===== src/rtl/sequenciador_pkg.sv =====
// Shared types for the note sequencer: FSM state encoding and width helpers.
// No latency, no flow control; pure declarations.
package sequenciador_pkg;

    typedef enum logic [1:0] {
        IDLE    = 2'd0,
        GRAVA   = 2'd1,
        CARREGA = 2'd2,
        TOCA    = 2'd3
    } estado_t;

    localparam logic [1:0] ESTADO_IDLE    = 2'd0;
    localparam logic [1:0] ESTADO_GRAVA   = 2'd1;
    localparam logic [1:0] ESTADO_CARREGA = 2'd2;
    localparam logic [1:0] ESTADO_TOCA    = 2'd3;

    function automatic int largura_nota(input int num_teclas);
        return $clog2(num_teclas + 1);
    endfunction

    function automatic int largura_end(input int depth);
        return (depth > 1) ? $clog2(depth) : 1;
    endfunction

endpackage


===== src/rtl/sequenciador_notas_if.sv =====
// Control/status bundle of the note sequencer; master drives keys and commands.
// Pulses are single-cycle, there is no backpressure on any signal.
interface sequenciador_notas_if #(
    parameter int NUM_TECLAS = 13,
    parameter int DEPTH      = 256,
    parameter int TEMPO_W    = 4
);
    import sequenciador_pkg::*;

    localparam int NOTA_W = largura_nota(NUM_TECLAS);
    localparam int AW     = largura_end(DEPTH);

    logic                  tick;
    logic [NUM_TECLAS-1:0] teclas;
    logic                  grava;
    logic                  toca;
    logic                  para;
    logic                  loop_en;
    logic [NOTA_W-1:0]     nota_out;
    logic                  nota_valida;
    logic [1:0]            estado;
    logic [AW:0]           num_eventos;
    logic                  cheio;
    logic                  fim_reproducao;

    modport master (
        output tick, teclas, grava, toca, para, loop_en,
        input  nota_out, nota_valida, estado, num_eventos, cheio, fim_reproducao
    );

    modport slave (
        input  tick, teclas, grava, toca, para, loop_en,
        output nota_out, nota_valida, estado, num_eventos, cheio, fim_reproducao
    );

endinterface


===== src/rtl/sequenciador_notas_memoria.sv =====
// Event buffer: single-port synchronous RAM, write and read share one address.
// Read data appears one cycle after the address; no backpressure.
module memoria_eventos #(
    parameter int DEPTH = 256,
    parameter int AW    = 8,
    parameter int W     = 8
) (
    input  logic          clk_i,
    input  logic          we_i,
    input  logic [AW-1:0] addr_i,
    input  logic [W-1:0]  wdata_i,
    output logic [W-1:0]  rdata_o
);

    logic [W-1:0] mem_q [DEPTH];
    logic [W-1:0] rdata_q;

    always_ff @(posedge clk_i) begin
        if (we_i) begin
            mem_q[addr_i] <= wdata_i;
        end
        rdata_q <= mem_q[addr_i];
    end

    assign rdata_o = rdata_q;

endmodule


===== src/rtl/sequenciador_notas.sv =====
// Note recorder/player: run-length encodes keys per tick, replays on toca; loop honoured only with SEQUENCIADOR_LOOP_EN.
// toca->first note 2 cycles, entry change 2 cycles after the ending tick; commands outside IDLE are ignored.
module sequenciador_notas
    import sequenciador_pkg::*;
#(
    parameter int NUM_TECLAS = 13,
    parameter int DEPTH      = 256,
    parameter int TEMPO_W    = 4
) (
    input  logic                  clock_i,
    input  logic                  reset_n_i,
    sequenciador_notas_if.slave   ctrl_if
);

    localparam int NOTA_W = largura_nota(NUM_TECLAS);
    localparam int AW     = largura_end(DEPTH);
    localparam int MW     = NOTA_W + TEMPO_W;

    localparam logic [TEMPO_W-1:0] DMAX     = '1;
    localparam logic [TEMPO_W-1:0] DUR_UM   = TEMPO_W'(1);
    localparam logic [AW:0]        NUM_UM   = (AW + 1)'(1);
    localparam logic [AW:0]        NUM_FULL = (AW + 1)'(DEPTH);

    estado_t             estado_q, estado_d;
    logic [AW:0]         num_q, num_d;
    logic [NOTA_W-1:0]   pend_nota_q, pend_nota_d;
    logic [TEMPO_W-1:0]  pend_dur_q, pend_dur_d;
    logic [AW-1:0]       rd_addr_q, rd_addr_d;
    logic [TEMPO_W-1:0]  rem_q, rem_d;
    logic [NOTA_W-1:0]   nota_q, nota_d;
    logic                fim_q, fim_d;

    logic [NOTA_W-1:0]   nota_atual;
    logic                loop_ativo;
    logic                mem_we;
    logic [AW-1:0]       mem_addr;
    logic [MW-1:0]       mem_wdata;
    logic [MW-1:0]       mem_rdata;
    logic [AW:0]         rd_prox;
    logic [AW:0]         num_inc;

`ifdef SEQUENCIADOR_LOOP_EN
    assign loop_ativo = ctrl_if.loop_en;
`else
    logic unused_loop_en;
    assign unused_loop_en = ctrl_if.loop_en;
    assign loop_ativo     = 1'b0;
`endif

    // Descending scan so the lowest asserted key overrides higher ones.
    always_comb begin
        nota_atual = '0;
        for (int i = NUM_TECLAS - 1; i >= 0; i--) begin
            if (ctrl_if.teclas[i]) begin
                nota_atual = NOTA_W'(i + 1);
            end
        end
    end

    assign rd_prox = {1'b0, rd_addr_q} + NUM_UM;
    assign num_inc = num_q + NUM_UM;

    always_comb begin
        estado_d    = estado_q;
        num_d       = num_q;
        pend_nota_d = pend_nota_q;
        pend_dur_d  = pend_dur_q;
        rd_addr_d   = rd_addr_q;
        rem_d       = rem_q;
        nota_d      = nota_q;
        fim_d       = 1'b0;
        mem_we      = 1'b0;
        mem_wdata   = {pend_nota_q, pend_dur_q};

        case (estado_q)
            IDLE: begin
                if (ctrl_if.grava) begin
                    num_d       = '0;
                    pend_nota_d = nota_atual;
                    pend_dur_d  = '0;
                    estado_d    = GRAVA;
                end else if (ctrl_if.toca) begin
                    if (num_q == '0) begin
                        fim_d = 1'b1;
                    end else begin
                        rd_addr_d = '0;
                        estado_d  = CARREGA;
                    end
                end
            end

            GRAVA: begin
                if (ctrl_if.para) begin
                    if (pend_dur_q != '0) begin
                        mem_we = 1'b1;
                        num_d  = num_inc;
                    end
                    estado_d = IDLE;
                end else if (ctrl_if.tick) begin
                    if (nota_atual == pend_nota_q && pend_dur_q != DMAX) begin
                        pend_dur_d = pend_dur_q + DUR_UM;
                    end else begin
                        if (pend_dur_q != '0) begin
                            mem_we = 1'b1;
                            num_d  = num_inc;
                            if (num_inc == NUM_FULL) begin
                                estado_d = IDLE;
                            end
                        end
                        pend_nota_d = nota_atual;
                        pend_dur_d  = DUR_UM;
                    end
                end
            end

            CARREGA: begin
                if (ctrl_if.para) begin
                    estado_d = IDLE;
                end else begin
                    nota_d   = mem_rdata[TEMPO_W +: NOTA_W];
                    rem_d    = mem_rdata[TEMPO_W-1:0];
                    estado_d = TOCA;
                end
            end

            TOCA: begin
                if (ctrl_if.para) begin
                    nota_d   = '0;
                    estado_d = IDLE;
                end else if (ctrl_if.tick) begin
                    if (rem_q > DUR_UM) begin
                        rem_d = rem_q - DUR_UM;
                    end else begin
                        rem_d  = '0;
                        nota_d = '0;
                        if (rd_prox < num_q) begin
                            rd_addr_d = rd_prox[AW-1:0];
                            estado_d  = CARREGA;
                        end else if (loop_ativo) begin
                            rd_addr_d = '0;
                            estado_d  = CARREGA;
                        end else begin
                            fim_d    = 1'b1;
                            estado_d = IDLE;
                        end
                    end
                end
            end

            default: estado_d = IDLE;
        endcase
    end

    // Reads use the next read address so data is ready during CARREGA.
    assign mem_addr = mem_we ? num_q[AW-1:0] : rd_addr_d;

    always_ff @(posedge clock_i or negedge reset_n_i) begin
        if (!reset_n_i) begin
            estado_q    <= IDLE;
            num_q       <= '0;
            pend_nota_q <= '0;
            pend_dur_q  <= '0;
            rd_addr_q   <= '0;
            rem_q       <= '0;
            nota_q      <= '0;
            fim_q       <= 1'b0;
        end else begin
            estado_q    <= estado_d;
            num_q       <= num_d;
            pend_nota_q <= pend_nota_d;
            pend_dur_q  <= pend_dur_d;
            rd_addr_q   <= rd_addr_d;
            rem_q       <= rem_d;
            nota_q      <= nota_d;
            fim_q       <= fim_d;
        end
    end

    memoria_eventos #(
        .DEPTH (DEPTH),
        .AW    (AW),
        .W     (MW)
    ) u_memoria (
        .clk_i   (clock_i),
        .we_i    (mem_we),
        .addr_i  (mem_addr),
        .wdata_i (mem_wdata),
        .rdata_o (mem_rdata)
    );

    assign ctrl_if.nota_out       = nota_q;
    assign ctrl_if.nota_valida    = (estado_q == TOCA) && (nota_q != '0);
    assign ctrl_if.estado         = estado_q;
    assign ctrl_if.num_eventos    = num_q;
    assign ctrl_if.cheio          = (num_q == NUM_FULL);
    assign ctrl_if.fim_reproducao = fim_q;

endmodule


===== src/flat_wrapper.sv =====
// flat-port wrapper written by rule: the top's interface ports become plain ports
module sequenciador_notas_flat import sequenciador_pkg::*;
#(
    parameter int NUM_TECLAS = 13,
    parameter int DEPTH      = 256,
    parameter int TEMPO_W    = 4
)
  (clock_i, reset_n_i, ctrl_if_tick, ctrl_if_teclas, ctrl_if_grava, ctrl_if_toca, ctrl_if_para, ctrl_if_loop_en, ctrl_if_nota_out, ctrl_if_nota_valida, ctrl_if_estado, ctrl_if_num_eventos, ctrl_if_cheio, ctrl_if_fim_reproducao);
  sequenciador_notas_if #(.NUM_TECLAS(NUM_TECLAS), .DEPTH(DEPTH), .TEMPO_W(TEMPO_W)) ctrl_if_i ();
  input  logic clock_i;
  input  logic reset_n_i;
  input wire logic [$bits(ctrl_if_i.tick)-1:0] ctrl_if_tick;
  input wire logic [$bits(ctrl_if_i.teclas)-1:0] ctrl_if_teclas;
  input wire logic [$bits(ctrl_if_i.grava)-1:0] ctrl_if_grava;
  input wire logic [$bits(ctrl_if_i.toca)-1:0] ctrl_if_toca;
  input wire logic [$bits(ctrl_if_i.para)-1:0] ctrl_if_para;
  input wire logic [$bits(ctrl_if_i.loop_en)-1:0] ctrl_if_loop_en;
  output wire logic [$bits(ctrl_if_i.nota_out)-1:0] ctrl_if_nota_out;
  output wire logic [$bits(ctrl_if_i.nota_valida)-1:0] ctrl_if_nota_valida;
  output wire logic [$bits(ctrl_if_i.estado)-1:0] ctrl_if_estado;
  output wire logic [$bits(ctrl_if_i.num_eventos)-1:0] ctrl_if_num_eventos;
  output wire logic [$bits(ctrl_if_i.cheio)-1:0] ctrl_if_cheio;
  output wire logic [$bits(ctrl_if_i.fim_reproducao)-1:0] ctrl_if_fim_reproducao;
  assign ctrl_if_i.tick = ctrl_if_tick;
  assign ctrl_if_i.teclas = ctrl_if_teclas;
  assign ctrl_if_i.grava = ctrl_if_grava;
  assign ctrl_if_i.toca = ctrl_if_toca;
  assign ctrl_if_i.para = ctrl_if_para;
  assign ctrl_if_i.loop_en = ctrl_if_loop_en;
  assign ctrl_if_nota_out = ctrl_if_i.nota_out;
  assign ctrl_if_nota_valida = ctrl_if_i.nota_valida;
  assign ctrl_if_estado = ctrl_if_i.estado;
  assign ctrl_if_num_eventos = ctrl_if_i.num_eventos;
  assign ctrl_if_cheio = ctrl_if_i.cheio;
  assign ctrl_if_fim_reproducao = ctrl_if_i.fim_reproducao;
  sequenciador_notas #(.NUM_TECLAS(NUM_TECLAS), .DEPTH(DEPTH), .TEMPO_W(TEMPO_W)) u_core (.clock_i(clock_i), .reset_n_i(reset_n_i), .ctrl_if(ctrl_if_i));
endmodule

===== config.mk =====
export PLATFORM = sky130hd
export DESIGN_NAME = sequenciador_notas_flat
export DESIGN_NICKNAME = d
export VERILOG_FILES = /design/src/rtl/sequenciador_pkg.sv /design/src/rtl/sequenciador_notas_if.sv /design/src/rtl/sequenciador_notas_memoria.sv /design/src/rtl/sequenciador_notas.sv /design/src/flat_wrapper.sv
export SDC_FILE = /design/constraint.sdc
export NUM_CORES = 2
export LEC_CHECK = 0
export BUFFER_PORTS_ARGS = -buffer_cell sky130_fd_sc_hd__buf_2
export CORE_MARGIN = 2
export CORE_UTILIZATION = 30
export CTS_CLUSTER_SIZE = 14
export DETAILED_ROUTE_END_ITERATION = 12
export GPL_ROUTABILITY_DRIVEN = 0
export PLACE_DENSITY_LB_ADDON = 0.15
export REMOVE_ABC_BUFFERS = 1
export SYNTH_ARGS = -nofsm -noshare
export SYNTH_HDL_FRONTEND = slang
export SYNTH_SLANG_ARGS = --single-unit

===== constraint.sdc =====
create_clock -name clock_i -period 6.8 [get_ports clock_i]
set_input_delay 1.36 -clock clock_i [delete_from_list [all_inputs] [get_ports clock_i]]
set_output_delay 1.36 -clock clock_i [all_outputs]
set_load 0.02 [all_outputs]

==> Word level (Yosys, flattened, before mapping) <==
Memory sizes are Yosys's and may differ from the RTL's. A register that Yosys moved wholly into a read port is not among the register bits.
Index checks and enable logic that the tools add are counted.
{ "op_classes": {"add_sub_neg": 4, "n_mul": 0, "div_mod_pow": 0, "n_lt_le_gt_ge": 2, "eq_ne": 22, "shifts": 0, "mux": 77, "bitwise_logic": 0, "n_reduce_logical": 14} }
{ "ops": {"columns": ["op", "count"], "rows": [
  ["two-way mux 4 bit", 29],
  ["two-way mux 8 bit", 8],
  ["two-way mux 9 bit", 5],
  ["case mux 4 bit (2 select lines)", 4],
  ["two-way mux 2 bit", 13],
  ["== test 9 bit, second input constant", 2],
  ["!= test 3 bit, second input constant", 6],
  ["case mux 9 bit (2 select lines)", 1],
  ["case mux 8 bit (2 select lines)", 1],
  ["AND reduction 4 bit", 4],
  ["two-way mux 1 bit", 14],
  ["!= test 2 bit, second input constant", 7],
  ["adder 8 x 1 -> 9 bit, second input constant", 1],
  ["adder 9 x 1 -> 9 bit, second input constant", 1],
  ["logical NOT 9 bit", 1],
  ["less-than comparator 9 bit", 1],
  ["case mux 2 bit (4 select lines)", 1],
  ["AND reduction 8 bit", 1],
  ["nonzero test 4 bit", 2],
  ["!= test 3 x 2 -> 1 bit, second input constant", 2],
  ["AND reduction 5 bit", 1],
  ["adder 4 x 1 -> 4 bit, second input constant", 1],
  ["== test 2 bit, second input constant", 2],
  ["== test 4 bit", 1],
  ["other kinds (8)", 10]
]} }
{ "word_totals": {"register_bits": 36, "latchBits": 0, "ramBits": 2048, "romBits": 0, "out_inout_bits": 18, "mem_count": 1} }
{ "memory_table": {"columns": ["name", "depth", "word_bits", "read_ports", "rd_clocked_by_memory_dff", "write_ports", "line", "source"], "rows": [
  ["u_core.u_memoria.mem_q", 256, 8, 1, 1, 1, "sequenciador_notas_memoria.sv:15", "logic [W-1:0] mem_q [DEPTH];"]
]} }

==> Longest topological paths before layout <==
{ "depth": {"word_depth": 21, "mapped_depth": 22} }

==> By module <==
From an unflattened synthesis, not the netlist that was laid out.
{ "hier_totals": {"cells_unflattened": 3897, "area_unflattened_um2": 81470.6} }
{ "by_module_without_submodules": {"columns": ["mod", "n_inst", "cells_per_inst", "area_per_inst_um2", "seq_area_each_um2"], "rows": [
  ["memoria_eventos", 1, 3547, 78492.8, 61659.1],
  ["sequenciador_notas", 1, 350, 2977.9, 900.9]
]} }

==> Worst setup path before layout <==
OpenSTA, ideal clock, no wires.
{ "synth_path": {"kind": "register -> register", "start": "register u_core.pend_nota_q[3]", "end": "memory u_core.u_memoria.mem_q[197][0], enable pin", "arrival_ps": 6801, "t_required_ps": 6417, "slack_ps": -385, "path_stages_with_launch": 12, "path_buffers": 3, "path_cell_list": "dfrtp_1 > o2111a_1 > a211oi_1 > o32a_1 > o31ai_4 > buf_2 > mux2_2 > nor2_1 > clkbuf_1 > nand4_1 > clkbuf_1 > nor3_1"} }
{ "synth_via": {"elab_chain_cells": 8, "elab_cells_between_ends": 9, "cone_classes": "eq/ne: 1; mux: 7; reduce/logical: 1"} }
{ "synth_rtl": {"columns": ["element", "line", "source"], "rows": [
  ["start: declaration", "sequenciador_notas.sv:26", "logic [NOTA_W-1:0] pend_nota_q, pend_nota_d;"],
  ["start signal: assignment", "sequenciador_notas.sv:170", "pend_nota_q <= pend_nota_d;"],
  ["== test 4 bit *", "sequenciador_notas.sv:100", "if (nota_atual == pend_nota_q && pend_dur_q != DMAX) begin"],
  ["logical AND 1 bit *", "sequenciador_notas.sv:100", null],
  ["two-way mux 1 bit *", "sequenciador_notas.sv:100", null],
  ["two-way mux 1 bit *", "sequenciador_notas.sv:99", "end else if (ctrl_if.tick) begin"],
  ["two-way mux 1 bit *", "sequenciador_notas.sv:93", "if (ctrl_if.para) begin"],
  ["two-way mux 1 bit *", "sequenciador_notas.sv:75", "case (estado_q)"],
  ["two-way mux 1 bit", "sequenciador_notas_memoria.sv:19", "if (we_i) begin"],
  ["two-way mux 1 bit (not written as such)", "sequenciador_notas_memoria.sv:20", "mem_q[addr_i] <= wdata_i;"],
  ["end: declaration", "sequenciador_notas_memoria.sv:15", null]
]} }
Mark *: on every way between the ends. The rest lies on a longest branch, timed or not.

==> Worst setup path in the final report <==
{ "layout_path": {"start": "register u_core.rd_addr_q[0]", "end": "register u_core.u_memoria.rdata_q[4] (netlist: u_core.u_memoria.rdata_o[4]) (read register of u_core.u_memoria.mem_q)"} }
{ "layout_via": {"elab_chain_cells": 8, "elab_cells_between_ends": 11, "cone_classes": "add/sub: 1; order compare: 1; mux: 9"} }
{ "layout_rtl": {"columns": ["element", "line", "source"], "rows": [
  ["start: declaration", "sequenciador_notas.sv:28", "logic [AW-1:0] rd_addr_q, rd_addr_d;"],
  ["start signal: assignment", "sequenciador_notas.sv:172", "rd_addr_q <= rd_addr_d;"],
  ["adder 8 x 1 -> 9 bit", "sequenciador_notas.sv:60", "assign rd_prox = {1'b0, rd_addr_q} + NUM_UM;"],
  ["less-than comparator 9 bit", "sequenciador_notas.sv:136", "if (rd_prox < num_q) begin"],
  ["two-way mux 8 bit", "sequenciador_notas.sv:136", null],
  ["two-way mux 8 bit", "sequenciador_notas.sv:131", "if (rem_q > DUR_UM) begin"],
  ["two-way mux 8 bit", "sequenciador_notas.sv:130", "end else if (ctrl_if.tick) begin"],
  ["two-way mux 8 bit", "sequenciador_notas.sv:127", "if (ctrl_if.para) begin"],
  ["case mux 8 bit (2 select lines) *", "sequenciador_notas.sv:75", null],
  ["two-way mux 8 bit *", "sequenciador_notas.sv:155", "assign mem_addr = mem_we ? num_q[AW-1:0] : rd_addr_d;"],
  ["end: declaration", "sequenciador_notas_memoria.sv:16", "logic [W-1:0] rdata_q;"]
]} }
Marked as above.
A chain may end at the register's enable or synchronous reset.

==> results.ini <==
[outcome]
status=complete, no violations

[cells_and_area]
seq_area_mm2=0.0626
multi_input_area_mm2=0.0154
fin_util=0.362
drive_above_1_share=0.184
areaGrowthSynthToFinish_pct=19.9
n_fill_cell=24872
final_area_mm2=0.0952
fin_nets=5432

[global_routing]
busiest_layer=met2
met3_usage=0.0277
antenna_found_initial=12
grt_pass1_vias=48335
gr-total-overflow=0
grt_use_met1=0.281
grt_first_pass_wirelength_um=381000
grt_util_all_layers=0.197
groute.layer.met2.usage=0.311
grt_max_degree=187

[yosys]
synth-main-ff-cell=edfxtp_1
yosysMostFrequentCell=edfxtp_1
synth-async-reset-ratio=0.0172
ys_seq_area_frac=0.788
netlist-cell-type-count=75
synth.area.mux_share=0.00635
syn_area_per_cell_um2=16.3
syn_area_mm2=0.0794
ys_seq_elements=2092
synth_commonest_cells=edfxtp_1 (2,048), a21oi_1 (491), a22oi_1 (474)
synth-adder-area-share=0.00300
synth_largest_area_cell=edfxtp_1
ys_top_cells_by_area=edfxtp_1 (77%), a22oi_1 (4.5%), a222oi_1 (3.4%), a21oi_1 (3.1%), nor2_1 (1.5%)
synth_top_family_by_area=compound AO/OA/AOI/OAI gates
synth_simple_gate_area_frac=0.0459
yosys_warnings=0
synth-compound-area-share=0.135
synth_xor_area_frac=0.00132
synth-edff-count=2048
synth_cells=4856
yosys.area.top_type_share=0.775

[timing]
post-route-period-util=0.971
rsz0062_at_grt=no
finalSetupTns_ps=0
min_period_ps=6600
setup_viol=0
skew_ps=57.6
slew_headroom=0.225
worst_pin_slew_ps=1150
final-max-slew-violation-count=0
max_freq_mhz=151
hold_viol=0

[critical_path]
path_class=register to register
critPathSlowestCell=nor4_1
slowest_delay_ps=970
cp_data_arrival_time_ps=7310
crit_top_cell=and3_1
crit_chain=ha_1 -> and3_1 -> and3_1 -> and3_1 -> ha_1 -> nand2_1 -> o21ai_0 -> a2111oi_2 -> a32oi_1 -> a21oi_2 -> mux2_8 -> buf_4 -> buf_4 -> a221o_1 -> o22ai_1 -> o21ai_0 -> buf_4 -> and3_1 -> nor4_1 -> o311ai_1
crit_fanout=40
cp-end-kind=register
crit_required_ps=7510
cp-start-kind=register

[drt]
drc=0
drt_iter0_drc=6139
wl_per_cell_um=30.0
avgViaCountPerCell=5.44
ant_nets=0
routed-via-count=49434
finalWirelength_um=273000
firstDrtPassIters=6

[clocking]
numCtsBuffers=221
clk_path_buf_depth=3
clkSlewWorstSetupHoldPaths_ps=60
cts_hold_buf=0
cts_tree=done
clock_latency_ps=890
cts-root-buf=clkbuf_16
post_cts_buffers=0
cts-htree-levels=4
clock-sinks=2092

[min_path]
holdCritPathClass=register to register

[power_and_ir_drop]
vdd_drop_max_uv=432
leakage_nw=31.3
power_density_mw_per_mm2=310

[floorplan]
dieArea_mm2=0.269
row_count=188
coreArea_mm2=0.263
die_w_um=518
die_y_um=518
start_util=0.302
ios=38

[place]
placed_area_mm2=0.0881
dp_hpwl_um=170000
io_buffer_count=36

[flow_run]
max_cap_violations=0

==> per-layer routing <==
metal  share of wire  vias to the layer above
met4           0.029                        2
met5        0.000048                        -
met3           0.062                      345
li1                -                    21164
met1            0.44                    26169
met2            0.46                     1754
==> power breakdown <==
group	switching [W]	total [W]	internal [W]
clock	0.00516	0.0119	0.00672
sequential	0.000170	0.0153	0.0151
combinational	0.00187	0.00236	0.000492
==> worst max-delay path: cells and delay by family (launching register included) <==
family,cells,cell delay [ps]
buffers and inverters,3,670
flip-flops,1,460
multiplexers,1,560
AO/OA/AOI/OAI,8,2220
AND/OR/NAND/NOR,6,1890
adder cells (fa/ha/maj),2,610
==> timing repair <==
action                                  CTS  global route
hold endpoints to repair                  0             0
endpoints found under the setup margin    0             1
gates resized for setup                   0             1
==> stage by stage <==
stage | hold WS (ps) | cells | setup WS, ps | total power, W
global route | 585 | 9092 | 59.4 | 0.0304
global placement | 527 | 8685 | -56.0 | 0.0179
detailed placement | 531 | 8685 | -5.92 | 0.0179
CTS | 547 | 9092 | 259 | 0.0297
finish | 541 | 9093 | 198 | 0.0295
floorplan | 484 | 4507 | -20870 | 0.0169
==> kinds of logic (layout without fill, tap and decap cells) <==
family	Yosys count	in the layout
AOI/OAI and AO/OA	1490	1490
buffers and inverters	379	1100
and+or+nand+nor	815	815
xor gates and xnor gates	12	12
adders and majority gates	19	19
muxes	49	49
DFF	2092	2092
other	0	1
==> cell usage in the layout (no fill, tap or decap), types with 10 or more instances in the layout <==
cell type,Yosys,layout
edfxtp_1,2048,2048
buf_4,5,568
a21oi_1,491,489
a22oi_1,474,474
nor2_1,311,304
a222oi_1,267,267
nand2_1,238,227
clkbuf_16,0,222
nand3_1,72,72
buf_12,0,59
clkinv_1,1,58
nor4_1,52,51
clkbuf_1,135,45
o21ai_0,44,44
nand4_1,43,43
nor3_1,37,37
clkinv_2,0,36
buf_2,147,36
mux2i_1,38,34
a221oi_1,30,30
dfrtp_1,36,28
inv_1,27,27
a221o_1,26,26
a31oi_1,24,24
and3_1,20,20
o22ai_1,21,20
ha_1,19,19
bufinv_16,0,19
or4_1,15,15
a21o_1,10,10
o211ai_1,10,10
a211oi_1,10,10
o31ai_1,10,10
==> area by class of cell <==
cell class	instances	share of cell area
antenna	1	0.0000263
clock buffer	267	0.0601
tap	3515	0.0462
inverter	30	0.00118
clock inverter	140	0.0142
sequential	2092	0.658
timing repair buffer	663	0.0591
multi-input combinational	2385	0.161
==> path summary, 6_finish.rpt <==
check                                           endpoint                 from  depth (start not counted)  slack (ps)
max                          u_core.u_memoria.rdata_o[4]  u_core.rd_addr_q[0]                         20         200
min reg2reg                              u_core.rem_q[3]      u_core.rem_q[3]                          1         540
max in group asynchronous          u_core.pend_nota_q[3]            reset_n_i                          1        5510
min                                      u_core.rem_q[3]      u_core.rem_q[3]                          1         540
max reg2reg                  u_core.u_memoria.rdata_o[4]  u_core.rd_addr_q[0]                         20         200
min in group asynchronous  u_core.ctrl_if.num_eventos[3]            reset_n_i                          1         620
==> flip-flops by register name, summed over array words and instances (netlist names) <==
name / flops
u_core.pend_nota_q: 4
u_core.rem_q: 4
u_core.ctrl_if.nota_out: 4
u_core.ctrl_if.num_eventos: 9
u_core.u_memoria.rdata_o: 8
u_core.ctrl_if.estado: 2
u_core.u_memoria.mem_q: 2048
u_core.ctrl_if.fim_reproducao: 1
u_core.rd_addr_q: 8
u_core.pend_dur_q: 4
(Power assumes the default switching activity.)
